--- src/rtl/program_loader.sv ---
// Boot loader: streams a program into instruction memory, appends a halt sentinel, releases the CPU and watches for the halt word.
// Optional RUN watchdog with a sticky timeout output is built when LOADER_TIMEOUT_EN is defined.
module program_loader #(
   parameter int ADDR_WIDTH = 8,
   parameter int DATA_WIDTH = 32
`ifdef LOADER_TIMEOUT_EN
   ,
   parameter int TIMEOUT_CYCLES = 4096
`endif
) (
   input  logic                  clk,
   input  logic                  reset,
   input  logic                  s_valid,
   output logic                  s_ready,
   input  logic [DATA_WIDTH-1:0] s_data,
   input  logic                  s_last,
   output logic                  imem_we,
   output logic [ADDR_WIDTH-1:0] imem_addr,
   output logic [DATA_WIDTH-1:0] imem_wdata,
   output logic                  cpu_reset,
   input  logic [DATA_WIDTH-1:0] cpu_instruction,
   output logic                  halted,
   output logic                  overflow,
   output logic [ADDR_WIDTH:0]   words_loaded,
   output logic [31:0]           run_cycles
`ifdef LOADER_TIMEOUT_EN
   ,
   output logic                  timeout
`endif
);

   localparam int MAX_WORDS = 2 ** ADDR_WIDTH;
   localparam logic [ADDR_WIDTH:0] LAST_ADDR = (ADDR_WIDTH + 1)'(MAX_WORDS - 1);

   localparam logic [2:0] LOAD    = 3'd0;
   localparam logic [2:0] TERM    = 3'd1;
   localparam logic [2:0] RELEASE = 3'd2;
   localparam logic [2:0] RUN     = 3'd3;
   localparam logic [2:0] HALT    = 3'd4;

   logic [2:0] state;
   logic       first_run;

   // Every output is a register; each state schedules what the next cycle shows.
   always_ff @(posedge clk or negedge reset) begin
      if (!reset) begin
         state        <= LOAD;
         first_run    <= 1'b0;
         s_ready      <= 1'b1;
         imem_we      <= 1'b0;
         imem_addr    <= '0;
         imem_wdata   <= '0;
         cpu_reset    <= 1'b1;
         halted       <= 1'b0;
         overflow     <= 1'b0;
         words_loaded <= '0;
         run_cycles   <= '0;
`ifdef LOADER_TIMEOUT_EN
         timeout      <= 1'b0;
`endif
      end else begin
         case (state)
            LOAD: begin
               imem_we <= 1'b0;
               if (s_valid && s_ready) begin
                  imem_we      <= 1'b1;
                  imem_addr    <= words_loaded[ADDR_WIDTH-1:0];
                  imem_wdata   <= s_data;
                  words_loaded <= words_loaded + 1'b1;
                  // A beat landing in the top word leaves no room for a sentinel, whether or not it was marked last.
                  if (words_loaded == LAST_ADDR) begin
                     s_ready  <= 1'b0;
                     overflow <= !s_last;
                     state    <= RELEASE;
                  end else if (s_last) begin
                     s_ready <= 1'b0;
                     state   <= TERM;
                  end
               end
            end
            TERM: begin
               imem_we    <= 1'b1;
               imem_addr  <= words_loaded[ADDR_WIDTH-1:0];
               imem_wdata <= '0;
               state      <= RELEASE;
            end
            RELEASE: begin
               imem_we   <= 1'b0;
               first_run <= 1'b1;
               state     <= RUN;
            end
            RUN: begin
               cpu_reset  <= 1'b0;
               first_run  <= 1'b0;
               run_cycles <= run_cycles + 32'd1;
               // The first RUN cycle still has the CPU in reset, so its fetch is meaningless.
               if (!first_run && cpu_instruction == '0) begin
                  halted <= 1'b1;
                  state  <= HALT;
               end
`ifdef LOADER_TIMEOUT_EN
               else if (run_cycles == 32'(TIMEOUT_CYCLES - 1)) begin
                  halted  <= 1'b1;
                  timeout <= 1'b1;
                  state   <= HALT;
               end
`endif
            end
            HALT: begin
               s_ready <= 1'b0;
               imem_we <= 1'b0;
            end
            default: begin
               state <= LOAD;
            end
         endcase
      end
   end

endmodule

--- config.mk ---
export PLATFORM = sky130hd
export DESIGN_NAME = program_loader
export DESIGN_NICKNAME = d
export VERILOG_FILES = /design/src/rtl/program_loader.sv
export SDC_FILE = /design/constraint.sdc
export NUM_CORES = 1
export LEC_CHECK = 0
export CAP_MARGIN = 20
export CORE_MARGIN = 2
export CORE_UTILIZATION = 40
export CTS_CLUSTER_DIAMETER = 30
export DETAILED_ROUTE_END_ITERATION = 6
export DONT_BUFFER_PORTS = 1
export PLACE_DENSITY = 0.62
export SYNTH_ARGS = -nofsm -noshare
export SYNTH_HDL_FRONTEND = slang
export SYNTH_SLANG_ARGS = --single-unit
--- constraint.sdc ---
create_clock -name clk -period 3.6 [get_ports clk]
set_input_delay 0 -clock clk [delete_from_list [all_inputs] [get_ports clk]]
set_output_delay 0 -clock clk [all_outputs]
set_load 0.005 [all_outputs]
# Word-level counts from Yosys, hierarchy flattened
# Cells that the tools add are included.
[word_totals] ff_bits=90 inputBits=68
[op_classes] add_sub_neg=2 eq_ne=8 n_mux=16 bitwise=1 reduce_logical=17
[op_table] operator="32-bit one-hot mux with 2 select lines" count=1
[op_table] operator="32-bit by 1-bit adder with 32-bit output (second input constant)" count=1
[op_table] operator="32-bit logical NOT" count=1
[op_table] operator="32-bit 2-to-1 mux" count=1
[op_table] operator="8-bit one-hot mux with 2 select lines" count=1
[op_table] operator="3-bit one-hot mux with 5 select lines" count=1
[op_table] operator="3-bit 2-to-1 mux" count=4
[op_table] operator="9-bit by 1-bit adder with 9-bit output (second input constant)" count=1
[op_table] operator="9-bit by 8-bit == test with 1-bit output (second input constant)" count=1
[op_table] operator="8-bit 2-to-1 mux" count=1
[op_table] operator="3-bit by 2-bit == test with 1-bit output (second input constant)" count=2
[op_table] operator="2-bit AND reduction" count=3
[op_table] operator="3-bit AND reduction" count=2
[op_table] operator="2-bit nonzero test" count=3
[op_table] operator="1-bit 2-to-1 mux" count=4
[op_table] operator="2-bit inequality test (second input constant)" count=2
[op_table] operator="1-bit one-hot mux with 2 select lines" count=2
[op_table] operator="4-bit AND reduction" count=1
[op_table] operator="3-bit by 1-bit == test with 1-bit output (second input constant)" count=1
[op_table] operator="3-bit == test (second input constant)" count=1
[op_table] operator="3-bit logical NOT" count=1
[op_table] operator="3-bit inequality test (second input constant)" count=1
[op_table] operator="1-bit one-hot mux with 3 select lines" count=1
[op_table] operator="3-bit nonzero test" count=1
[op_table] operator="other kinds (4)" count=6

# Logic depth before layout (Yosys ltp)
# Gate-level depths: netlist of run 1.
[depth] word_depth=4 depth_mapped=7 ltp_nobuf=7

# Least setup slack after synthesis of run 1
# No wires, ideal clock.
[synth_path] path_type="reg2reg" from="reg state[2]" to="reg run_cycles[14]" arrival_time_ns=1.472 setup_slack_ns=2.002 stages_incl_launch_ff=6 path_buffers=1 synth_period_minus_slack_ns=1.598 cell_sequence="dfrtp_1 buf_6 nand3b_4 nor4_2 or3b_1 xnor2_1"
[synth_between] elab_chain_cells=1
[synth_lines] item="from (decl)" line="41" source="logic [2:0] state;"
[synth_lines] item="from (signal assigned)" line="47" source="state <= LOAD;"
[synth_lines] item="from (signal assigned)" line="74" source="state <= RELEASE;"
[synth_lines] item="from (signal assigned)" line="77" source="state <= TERM;"
[synth_lines] item="3-bit by 2-bit == test with 1-bit output" line="62" source="case (state)"
[synth_lines] item="to (signal assigned)" line="95" source="run_cycles <= run_cycles + 32'd1;"
[synth_lines] item="to (decl)" line="25" source="output logic [31:0] run_cycles"
# No other way between the ends.
# A chain may end at the register's enable or synchronous reset.

# Final worst setup path of run 1
[layout_path] from="reg state[0]" to="reg run_cycles[14]"
# Same word-level chain as after synthesis.

==> results.txt, run 1 <==
- Data arrival at the endpoint of the critical path: 2160 ps
- Slew @ Worst Pin: 611 ps
* Crit-path max FO: 11
- The final number of hold-violating endpoints is 0.
- Cells after synthesis: 316
* Global-route wire length before repair: 13200 µm
- Of the post-synthesis cell area, the dominant cell type holds 0.571.
* Wirelength, routed: 8410 µm
* Worst hold margin: 29.6 ps
- In the final layout, the multi-input gates occupy 1510 µm².
- Router iterations before antenna repair: 4
- After the first detailed-routing iteration, the DRC count stood at 104.
- Root buf cell: clkbuf_8
- The synthesized netlist contains 41 unique library cells.
- The worst setup path is launched from a flip-flop.
- The number of pins with negative max-slew slack in the final report is 0.
- Clock-pin slew was measured on the worst setup and hold paths at 90 ps.
- Critical path capture point type: flip-flop
- CP max stage delay: 600 ps
* Worst setup slack for register-to-register paths: 1670 ps
- The layout has 834 filler cells.
- The critical path runs through a total of 5 cells.
* Final Cycle Share: 0.536
- Antenna Cells: 0
- Summed over all nets, the half-perimeter wirelength after detailed placement is 5440 µm.
- Final Critical Period: 1930 ps
* Maximum number of pins on one net before global-route repair: 91
* Max-capacitance violation count: 0
- Path depth of the worst reg2reg path: 5
- The floorplan step set the die width to 102 µm.
- Effective utilization at floorplan: 0.415
- The endpoint identified for the worst register-to-register timing path is run_cycles[14].
- Clock Sink Count: 90
- Achievable clock frequency: 518 MHz
- Setup crit end: run_cycles[14]
* Class of the tightest hold or removal check: in -> reg
- The floorplan step defined a die boundary enclosing 10400 µm².
- Clock Skew: 10.5 ps
- Final weighted congestion of routability-driven global placement: 0.808
* Sequential fraction of the synthesis area: 0.585
- The final route contains 2630 vias.
* Post-route DRC violation count: 0
- Die outline height: 102 µm
- From synthesis to final layout, the design area changed by 19.0%.
- Crit path max-delay cell type: dfrtp_1
- Req. time, crit path: 3840 ps
- After the last flow step, the layout net total stands at 425.
- The H-tree was split into 3 levels.
* Clock Latency Late Sink: 350 ps
* Area used by sequential logic in the layout: 2250 µm²
- Ports: 154
* Number of antenna violations at the first check in global routing: 0
- Async set-or-reset flop fraction in the synthesized netlist: 1.00
- Overall Global Routing Usage: 0.163
- Fraction of final layout cells sized beyond drive strength 1: 0.125
- By area the synthesized netlist is led by dfrtp_1 (57%), a22o_1 (7.5%), xnor2_1 (6.6%).
- Accumulated negative setup slack: 0 ps
- Traced cell by cell, the critical path runs through nand3b_4 > nor4_2 > buf_4 > or3b_1 > xnor2_1.
* Register bit count reported by yosys: 90
- Max IR drop VDD: 0.000228 V
- Average wire per standard cell: 17.2 µm
- Setup slack on the critical path of the routed design comes to 1670 ps.
* Start point of the critical path: state[0]
* Port bufs: 0
- The floorplan has 35 rows.
- Among cell families on the critical path, the largest total delay comes from simple AND/OR/NAND/NOR gates.
- Dominant cell type by area after synthesis: dfrtp_1
- After detailed routing, the number of vias per cell comes to 5.39.
- Synthesis warning total: 0
- Power spread over the standard cell area amounts to 400 nW/µm².
* Leakage power figure: 2.04 nW
- After clock tree synthesis, the repair step resized 0 gates.
* Status: finished clean
- The average instance in the mapped netlist occupies 12.2 µm².
- Total clock buffers created by CTS: 9
- Worst slew slack as a fraction of its limit: 0.590
- Synthesized netlist net count: 387
- Counting both buffers and inverters, the worst setup path holds a total of 1.
- Unrepaired setup endpoints after global routing: false
* Worst r2r src: state[0]
- Core area: 9280 µm²
- Among all flip-flop cells after synthesis, the most frequent one is dfrtp_1.
* Post-Synthesis Cell Area: 3860 µm²
- Counting flops with a built-in enable in the synthesized netlist gives 0.
- Worst setup timing slack at the placement stage: 1680 ps
* Clock tree from TritonCTS: yes
* Final setup violation count: 0
* Vias in the first global route: 2675
* Category of the most critical setup path: reg -> reg
* Maximum buffer depth of the clock tree: 2
- Total grt overflow: 0
* Routed Antenna Nets: 0
==> tightest hold or removal path, delay by kind of cell <==
family          cells  cell delay [ps]
compound gates      1              170
simple gates        3              170
==> state kept, by name, indices dropped and copies added (netlist names) <==
signal	cells
imem_wdata	32
run_cycles	32
words_loaded	9
imem_addr	8
state	3
cpu_reset	1
first_run	1
halted	1
imem_we	1
overflow	1
s_ready	1
==> placed cells by master, fill, tap and decap left out, drive strengths merged, types with 3 or more instances in the layout <==
master and n:
buf 4, a22o 33, nand3 18, xnor2 29
inv 7, nor3 10, ha 3, nor2 12
clkbuf 9, and3 4, xor2 9, o21ai 4
nand2 25, nand4 19, nor4 11, and2 3
mux2 8, dfrtp 88, dlygate4sd3 37
==> what timing repair did <==
| item | CTS | global route |
|---|---|---|
| hold buffers | 38 | 0 |
| hold endpoints to repair | 127 | 0 |
| setup endpoints to repair | 0 | 0 |
| buffers inserted | 0 | 0 |
==> per-stage QoR <==
step                      instances   util  instance area [µm²]  power, W
after floorplan                 316      -                 3860   0.00103
after global placement          434  0.427                 3970   0.00103
after detailed placement        434  0.427                 3970   0.00103
after CTS                       488  0.494                 4590   0.00186
after global routing            488  0.494                 4590   0.00192
final                           488  0.494                 4590   0.00184
==> cell families (layout without fill, tap and decap cells) <==
group / count (synthesis) / count (layout) / share of synthesized area
and+or+nand+nor: 112 / 112 / 0.176
DFF: 90 / 90 / 0.585
AOI/OAI and AO/OA: 45 / 45 / 0.0944
buffers and inverters: 19 / 62 / 0.0234
muxes: 9 / 9 / 0.0260
adders and majority gates: 3 / 3 / 0.00973
xor gates and xnor gates: 38 / 38 / 0.0863
==> cell usage after synthesis (2+ instances only) <==
library cell,n
nand2_1,25
and3_1,4
a21o_1,2
xnor2_1,29
nor4_1,7
nor3_2,6
and2_1,3
nand3_1,17
nor3_1,4
dfstp_2,2
inv_1,5
mux2_2,8
clkbuf_1,8
nor4_2,2
buf_2,3
nor4_4,2
nand4_1,19
ha_1,3
o21ai_0,4
a21oi_1,2
nor2_1,12
a22o_1,33
buf_4,2
xor2_1,9
dfrtp_1,88
or2_2,2
==> worst min path at each step <==
stage / from / end / cells after the start
finish: cpu_instruction[11] / state[1] / 4
global route: cpu_instruction[11] / halted / 4
floorplan: reset / first_run / 0
detailed placement: reset / run_cycles[12] / 0
global placement: reset / run_cycles[13] / 0
CTS: cpu_instruction[11] / state[1] / 4
==> per-layer routing <==
metal  up-vias  global-route usage  share of wire
met5         -                   0              0
met4         0              0.0595          0.014
met3        13              0.0643          0.091
met2       102               0.273           0.49
met1      1302               0.190           0.40
li1       1213                   -              -
==> cell type report <==
cell class                      instances  area share
Clock inverter                          7      0.0218
Inverter                                5     0.00409
Multi-Input combinational cell        207       0.329
Clock buffer                            9      0.0270
Tap cell                              129      0.0352
Sequential cell                        90       0.491
Timing Repair Buffer                   41      0.0916
==> power breakdown <==
group / total (W) / switching (W) / leakage [nW] / internal (W)
Clock: 0.000767 / 0.000370 / 0.108 / 0.000397
Combinational: 0.0000582 / 0.0000267 / 0.706 / 0.0000315
Sequential: 0.00101 / 0.0000000159 / 1.23 / 0.00101
No activity file was read; power rests on OpenSTA's default activity.
==> run 2, diff against run 1 <==
--- a/config.mk
+++ b/config.mk
@@ -5,6 +5,7 @@
 export SDC_FILE = /design/constraint.sdc
 export NUM_CORES = 1
 export LEC_CHECK = 0
+export ABC_AREA = 1
 export CAP_MARGIN = 20
 export CORE_MARGIN = 2
 export CORE_UTILIZATION = 40
==> constraint.sdc (replaced) <==
create_clock -name clk -period 1.84 [get_ports clk]
set_input_delay 0 -clock clk [delete_from_list [all_inputs] [get_ports clk]]
set_output_delay 0 -clock clk [all_outputs]
set_load 0.005 [all_outputs]
==> results.txt, run 2 <==
* Number of flops mapped to enable cells by yosys: 0
- Part of the total power dissipated in combinational logic: 0.023
* Cell area after placement: 4350 µm²
- Post-synthesis cell type count: 33
- Crit path max-delay cell type: dfrtp_1
* Total clock buffers created by CTS: 9
- Area occupied by multi-input gates: 1750 µm²
* Die outline height: 106 µm
* Core area: 10200 µm²
* Port bufs: 0
- Yosys printed 0 warnings.
- Overall Global Routing Usage: 0.177
- The repair_antennas step left the layout with diodes totalling 0.
* Clock tree from TritonCTS: yes
* Fraction of final layout cells sized beyond drive strength 1: 0.105
* Floorplan row count: 37
- The worst-case IR drop observed on VDD is 0.000437 V.
- Category of the most critical setup path: reg -> reg
- The internal portion of the total power is 0.00286 W.
* Starting DRT DRC Count: 151
- Pwr Density: 722 nW/µm²
- Across the whole layout, storage elements account for 2260 µm².
- Async set-or-reset flop fraction in the synthesized netlist: 1.00
* Root buf cell: clkbuf_8
- Synthesis produced a netlist with a net count of 516.
- Of the total synthesized cell area, the portion taken by AND, OR, NAND and NOR gates is 0.248.
- Most common cell in the netlist: nand2_1
- The library cells used most frequently in the layout, excluding fill and tap cells, are nand2_1 (125), dfrtp_1 (87), nor2_1 (68).
- For this configuration, the core starts out at a cell density of 0.408.
- Counting stages on the worst path, the most repeated cell is nand2_1.
- Number of vias per cell after detailed routing: 4.93
* Post-Synthesis Cell Area: 4170 µm²
* Dominant combinational cell family by area after synthesis: simple AND/OR/NAND/NOR gates
- Crit-path max FO: 3
* Clock network power share: 0.430
- Entering global routing, the biggest net connects 91 pins.
- Wirelength, routed: 9820 µm
* DIE AREA: 11300 µm²
- For the worst setup path, the data required time is 2100 ps.
* Power after layout: 0.00362 W
- Sequential fraction of the synthesis area: 0.540
* Commonest cells in the netlist: nand2_1 (125), dfrtp_1 (88), nor2_1 (68), a22o_1 (32), inv_1 (24)
- At the pin with the least slew margin, the transition time is 589 ps.
- Mux contribution to synthesized area: 0
- Area share of the largest cell type after synthesis: 0.528
- The synthesized design contains 90 register bits.
* Part of the power in registers: 0.547
* Pins over their slew limit: 0
* Average wire per standard cell: 15.4 µm
- Clock Latency Late Sink: 360 ps
- The checks that failed: negative hold slack.
- STA classifies the critical path startpoint as a flip-flop.
- Setup slack closes at 100 ps.
* Status: finished with violations
* Maximum buffer depth of the clock tree: 2
- In the post-synthesis netlist, the biggest area contributors are dfrtp_1 (53%), nand2_1 (11%), a22o_1 (6.7%).
* Most frequent standard cell in the layout excluding fill and tap cells: nand2_1
* Hold Fails Final Rpt: 90
- Final weighted congestion of routability-driven global placement: 0.829
- Post-route DRC violation count: 0
* Worst setup slack for register-to-register paths: 100 ps
- Setup violations remaining at the end of the flow were counted as 0.
- The tightest hold path in the finished design has a slack of -670 ps.
- The analysis attributes to cell leakage a power of 2.38 nW.
* Number of fill cells in the layout: 963
* Data arrival at the endpoint of the critical path: 2000 ps
* Cells after synthesis: 445
- Final Cycle Share: 0.946
- The largest registers in the layout are imem_wdata: 32 flops, run_cycles: 32 flops, words_loaded: 9 flops.
- Post-CTS timing repair inserted 0 buffers for setup.
* Global-route wire length before repair: 15900 µm
- Cell chain of the critical path: nand2_1 > nor4_4 > nand2_1 > nor2_1 > ha_2 > nor2_1 > nand2_1 > nand2_1 > o31ai_1
* CP max stage delay: 370 ps
* Max-capacitance violation count: 0
- Of the total power, the share spent switching nets is 0.209.
- The worst hold path belongs to the class in -> async.
* Synth Flop Type: dfrtp_1
* Vias in the first global route: 3209
- For this design the top-level I/O count stands at 154.
- The total overflow left after global routing is 0.
- After clock tree synthesis, the clock-pin slew on the worst setup and hold paths is 90 ps.
- Of the total synthesized cell area, the portion taken by XOR and XNOR cells is 0.0609.
- Via count: 3150
* Synth Area in Compound Gates: 0.0932
- H-tree levels: 3
- The first detailed-routing pass ran for 4 iterations.
* Half-perimeter wire length after placement: 6630 µm
- In this run the mean area of a mapped cell was 9.38 µm².
- The floorplan step set the die width to 106 µm.
- Achievable clock frequency: 575 MHz
- After the last flow step, the layout net total stands at 569.
- Number of antenna violations at the first check in global routing: 0
- The cell family contributing the most delay on the critical path is simple AND/OR/NAND/NOR gates.
* Power dissipated by switching net loads: 0.000757 W
- Adder-cell share of the synthesized area: 0.00899
* Worst path bufs/invs: 0
* Worst slew slack as a fraction of its limit: 0.606
* Dominant cell type by area after synthesis: dfrtp_1
* Clock Skew: 8.05 ps
- The finished cells cover 5010 µm².
- Clock Sink Count: 90
- The detail route stage leaves a number of antenna-violating nets equal to 0.
- For this design, the CTS-stage hold fixing added 39 buffers.
* Critical path capture point type: flip-flop
- Compared with the post-synthesis result, the final layout area differs by 19.9%.
- Timing analysis after detailed placement gives a worst setup slack of -15.9 ps.
* Final Critical Period: 1740 ps
run 2: metrics by stage:
stage                     std cells  TNS (ps)   util
after detailed placement        583     -15.9  0.425
final                           639         0  0.489
after CTS                       638         0  0.487
after global placement          583         0  0.425
after global routing            639      -198  0.489
after floorplan                 445         0      -
run 2: final timing paths:
kind	to	depth (start not counted)	startpoint
worst max-delay path	state[1]	9	words_loaded[3]
worst min-delay path	run_cycles[8]	0	reset
worst max register to register	state[1]	9	words_loaded[3]
worst min register to register	cpu_reset	2	cpu_reset
max in group asynchronous	s_ready	0	reset
min in group clk	state[0]	6	cpu_instruction[9]
run 2: cell families (layout without fill, tap and decap cells):
kind of cell | Yosys count | in the layout
flip-flops | 90 | 90
buffers and inverters | 39 | 96
XOR/XNOR | 29 | 29
adder cells (fa/ha/maj) | 3 | 3
AND/OR/NAND/NOR | 233 | 234
AO/OA/AOI/OAI | 51 | 51
run 2: timing repair:
action | 4_1_cts | 5_1_grt
resized for setup | 1 | 5
pin swaps | 0 | 3
endpoints found under the hold margin | 129 | 90
cloned | 0 | 1
setup endpoints to repair | 2 | 44
run 2: worst register-to-register path, stage by stage (launching register included):
cell,delay (ps)
dfrtp_1,370
nand2_1,120
nor4_4,310
nand2_1,90
nor2_1,140
ha_2,220
nor2_1,50
nand2_1,70
nand2_1,70
o31ai_1,210
run 2: cell type report:
class | count | area share
clock inverters | 6 | 0.0190
repair buffers | 52 | 0.0982
clock buffers | 10 | 0.0275
flip-flops and latches | 90 | 0.451
well taps | 136 | 0.0340
multi-input cells | 317 | 0.350
inverters | 28 | 0.0210
run 2: layer usage:
metal	global-route usage	part of all wire	vias up
met5	0	0	-
met4	0.0517	0.014	0
met3	0.0674	0.069	14
met2	0.297	0.50	81
met1	0.212	0.41	1504
li1	-	-	1551
run 2: power by group through the flow:
stage	clock network [W]	registers, W	logic (W)
2_1_floorplan	0	0.00202	0.0000124
3_3_place_gp	0	0.00202	0.0000132
3_5_place_dp	0	0.00202	0.0000140
4_1_cts	0.00160	0.00198	0.0000824
5_1_grt	0.00167	0.00198	0.0000899
6_report	0.00155	0.00198	0.0000837
==> run 3, diff against run 2 <==
--- a/config.mk
+++ b/config.mk
@@ -8,11 +8,11 @@
 export ABC_AREA = 1
 export CAP_MARGIN = 20
 export CORE_MARGIN = 2
-export CORE_UTILIZATION = 40
+export CORE_UTILIZATION = 45
 export CTS_CLUSTER_DIAMETER = 30
 export DETAILED_ROUTE_END_ITERATION = 6
 export DONT_BUFFER_PORTS = 1
-export PLACE_DENSITY = 0.62
+export PLACE_DENSITY = 0.68
 export SYNTH_ARGS = -nofsm -noshare
 export SYNTH_HDL_FRONTEND = slang
 export SYNTH_SLANG_ARGS = --single-unit
==> constraint.sdc (replaced) <==
create_clock -name clk -period 2 [get_ports clk]
set_input_delay 0 -clock clk [delete_from_list [all_inputs] [get_ports clk]]
set_output_delay 0 -clock clk [all_outputs]
set_load 0.005 [all_outputs]
==> results.txt, run 3 (synthesis gave the netlist of run 2 again) <==
- The run finished, with violations left.
- The checks that failed: negative hold slack.
* Clock Sink Count: 90
- Class of the tightest hold or removal check: in -> async
- Crit-path max FO: 2
- Most frequent standard cell in the layout excluding fill and tap cells: nand2_1
- Input and output buffers added on the ports amount to 0.
- Core area: 9110 µm²
- Worst slew slack as a fraction of its limit: 0.587
- Root buf cell: clkbuf_8
- For this run, the top clock speed supported by timing is 532 MHz.
- Number of vias per cell after detailed routing: 5.18
- DIE AREA: 10100 µm²
* Total grt overflow: 0
* Leakage power figure: 2.29 nW
- At the end of the flow, the number of nets in the layout was 558.
- Worst setup timing slack at the placement stage: 91.7 ps
* Data arrival at the endpoint of the critical path: 2110 ps
* Routed Antenna Nets: 0
* Critical register-to-register path endpoint: words_loaded[6]
- Average wire per standard cell: 16.0 µm
- The number of setup buffers added after CTS is 0.
* Commonest cells after routing, fill and taps aside: nand2_1 (125), dfrtp_1 (87), nor2_1 (68)
* Floorplan row count: 35
- Clock Latency Late Sink: 360 ps
- The first global-routing pass estimated 14900 µm of wire.
- H-tree levels: 3
- Worst setup slack for register-to-register paths: 140 ps
* Unrepaired setup endpoints after global routing: false
- Start point of the critical path: cpu_instruction[25]
- Routability-driven placement finished with a final weighted congestion of 0.774.
- After layout, the minimum clock period comes to 1880 ps.
- Category of the most critical setup path: in -> reg
* Cell area after placement: 4250 µm²
* Utilization of the core after routing: 0.531
* Cell area after layout: 4840 µm²
- CP max stage delay: 590 ps
* Worst r2r src: s_ready
- Final worst setup slack: 121 ps
* Half-perimeter wire length after placement: 6310 µm
* Worst path most repeated cell: dlygate4sd3_1
* Clock input transition at the sequential cells of the worst setup and hold paths: 100 ps
- In this run the worst setup path terminates at state[0].
- Router iterations before antenna repair: 4
- Maximum buffer depth of the clock tree: 2
- Antenna Cells: 0
- Setup violations remaining at the end of the flow were counted as 0.
- Vias in the first global route: 3034
- The largest registers in the layout are imem_wdata: 32 flops, run_cycles: 32 flops, words_loaded: 9 flops.
- Overall Global Routing Usage: 0.188
- After clock tree synthesis, the flow added hold-fix buffers numbering 37.
- In the routed design, unresolved DRC markers number 0.
- STA classifies the critical path endpoint as a flip-flop.
- Crit path max-delay cell type: dlygate4sd3_1
- After routing, the total negative slack on setup checks comes to 0 ps.
- Fraction of final layout cells sized beyond drive strength 1: 0.0915
- The floorplan step set the die height to 100 µm.
* Clock Skew: 13.4 ps
- For this block, the initial DRC count from the detailed router was 125.
- Dividing total power by cell area gives a power density of 637 nW/µm².
* Maximum number of pins on one net before global-route repair: 91
* Total clock buffers created by CTS: 9
- Horizontal die dimension: 100 µm
- Max IR drop VDD: 0.000295 V
- Relative to the synthesized area, the layout overhead comes to 15.9%.
- Clock tree from TritonCTS: yes
* Hold Fails Final Rpt: 90
- The worst register-to-register path has a depth of 7.
- The critical path goes through dlygate4sd3_1 > nor2_1 > dlygate4sd3_1 > nand3_1 > dlygate4sd3_1 > o21bai_2 > o31ai_1.
- At the pin with the least slew margin, the transition time is 616 ps.
- In the finished design, the share of the clock period the worst path needs comes to 0.940.
* Via count: 3121
- Critical Path Start Type: primary input
- The number of pins with negative max-slew slack in the final report is 0.
* Req. time, crit path: 2230 ps
- Number of antenna violations at the first check in global routing: 0
- Summed over all layers, the routed wires come to 9650 µm.
- Number of fill cells in the layout: 816
- Max-capacitance violation count: 0
- Worst hold margin: -681 ps
- The initial utilization of the core area, before any placement, comes to 0.458.
- 154 I/O pins were placed.
[run 3: cell types whose count changed in the layout (fill, tap and decap cells not counted), sizes merged]
cell | before | now
clkbuf | 10 | 9
buf | 13 | 4
dlygate4sd3 | 39 | 37
bufinv | 2 | 0
inv | 31 | 32
clkinvlp | 0 | 2
[run 3: worst max-delay path, delay by kind of cell]
family	cells	cell delay [ps]
compound gates	2	270
buf+inv	3	1690
simple gates	2	170
[run 3: where the power goes]
group | internal [W] | switching (W)
logic | 0.0000536 | 0.0000180
clock network | 0.000476 | 0.000718
registers | 0.00182 | 0
[run 3: through the flow]
stage | total power (W) | cells
after floorplan | 0.00187 | 445
after global routing | 0.00322 | 603
final | 0.00308 | 603
after global placement | 0.00187 | 549
after detailed placement | 0.00187 | 549
after CTS | 0.00312 | 602
[run 3: worst min path at each step]
| stage | start | cells past startpoint | slack [ps] | endpoint |
|---|---|---|---|---|
| after floorplan | reset | 0 | -300 | first_run |
| after global placement | reset | 0 | -290 | imem_wdata[19] |
| after detailed placement | reset | 0 | -290 | imem_wdata[22] |
| after CTS | reset | 0 | -700 | imem_wdata[22] |
| after global routing | reset | 0 | -720 | imem_wdata[22] |
| final | reset | 0 | -680 | imem_wdata[22] |
[run 3: cell type report]
| type | instances | area, µm² | area share |
|---|---|---|---|
| Multi-Input combinational cell | 317 | 1750 | 0.363 |
| Timing Repair Buffer | 41 | 400 | 0.0828 |
| Sequential cell | 90 | 2260 | 0.466 |
| Clock buffer | 9 | 124 | 0.0256 |
| Inverter | 28 | 105 | 0.0217 |
| Tap cell | 111 | 139 | 0.0287 |
| Clock inverter | 7 | 60.1 | 0.0124 |
[run 3: per-layer routing]
| metal | share of wire | track usage | vias up |
|---|---|---|---|
| li1 | - | - | 1524 |
| met1 | 0.44 | 0.240 | 1460 |
| met2 | 0.47 | 0.297 | 133 |
| met3 | 0.083 | 0.0752 | 4 |
| met4 | 0.0046 | 0.0506 | 0 |
| met5 | 0 | 0 | - |
[run 3: what timing repair did]
action	CTS	global route
endpoints found under the setup margin	0	43
gates resized for setup	0	6
endpoints found under the hold margin	128	90
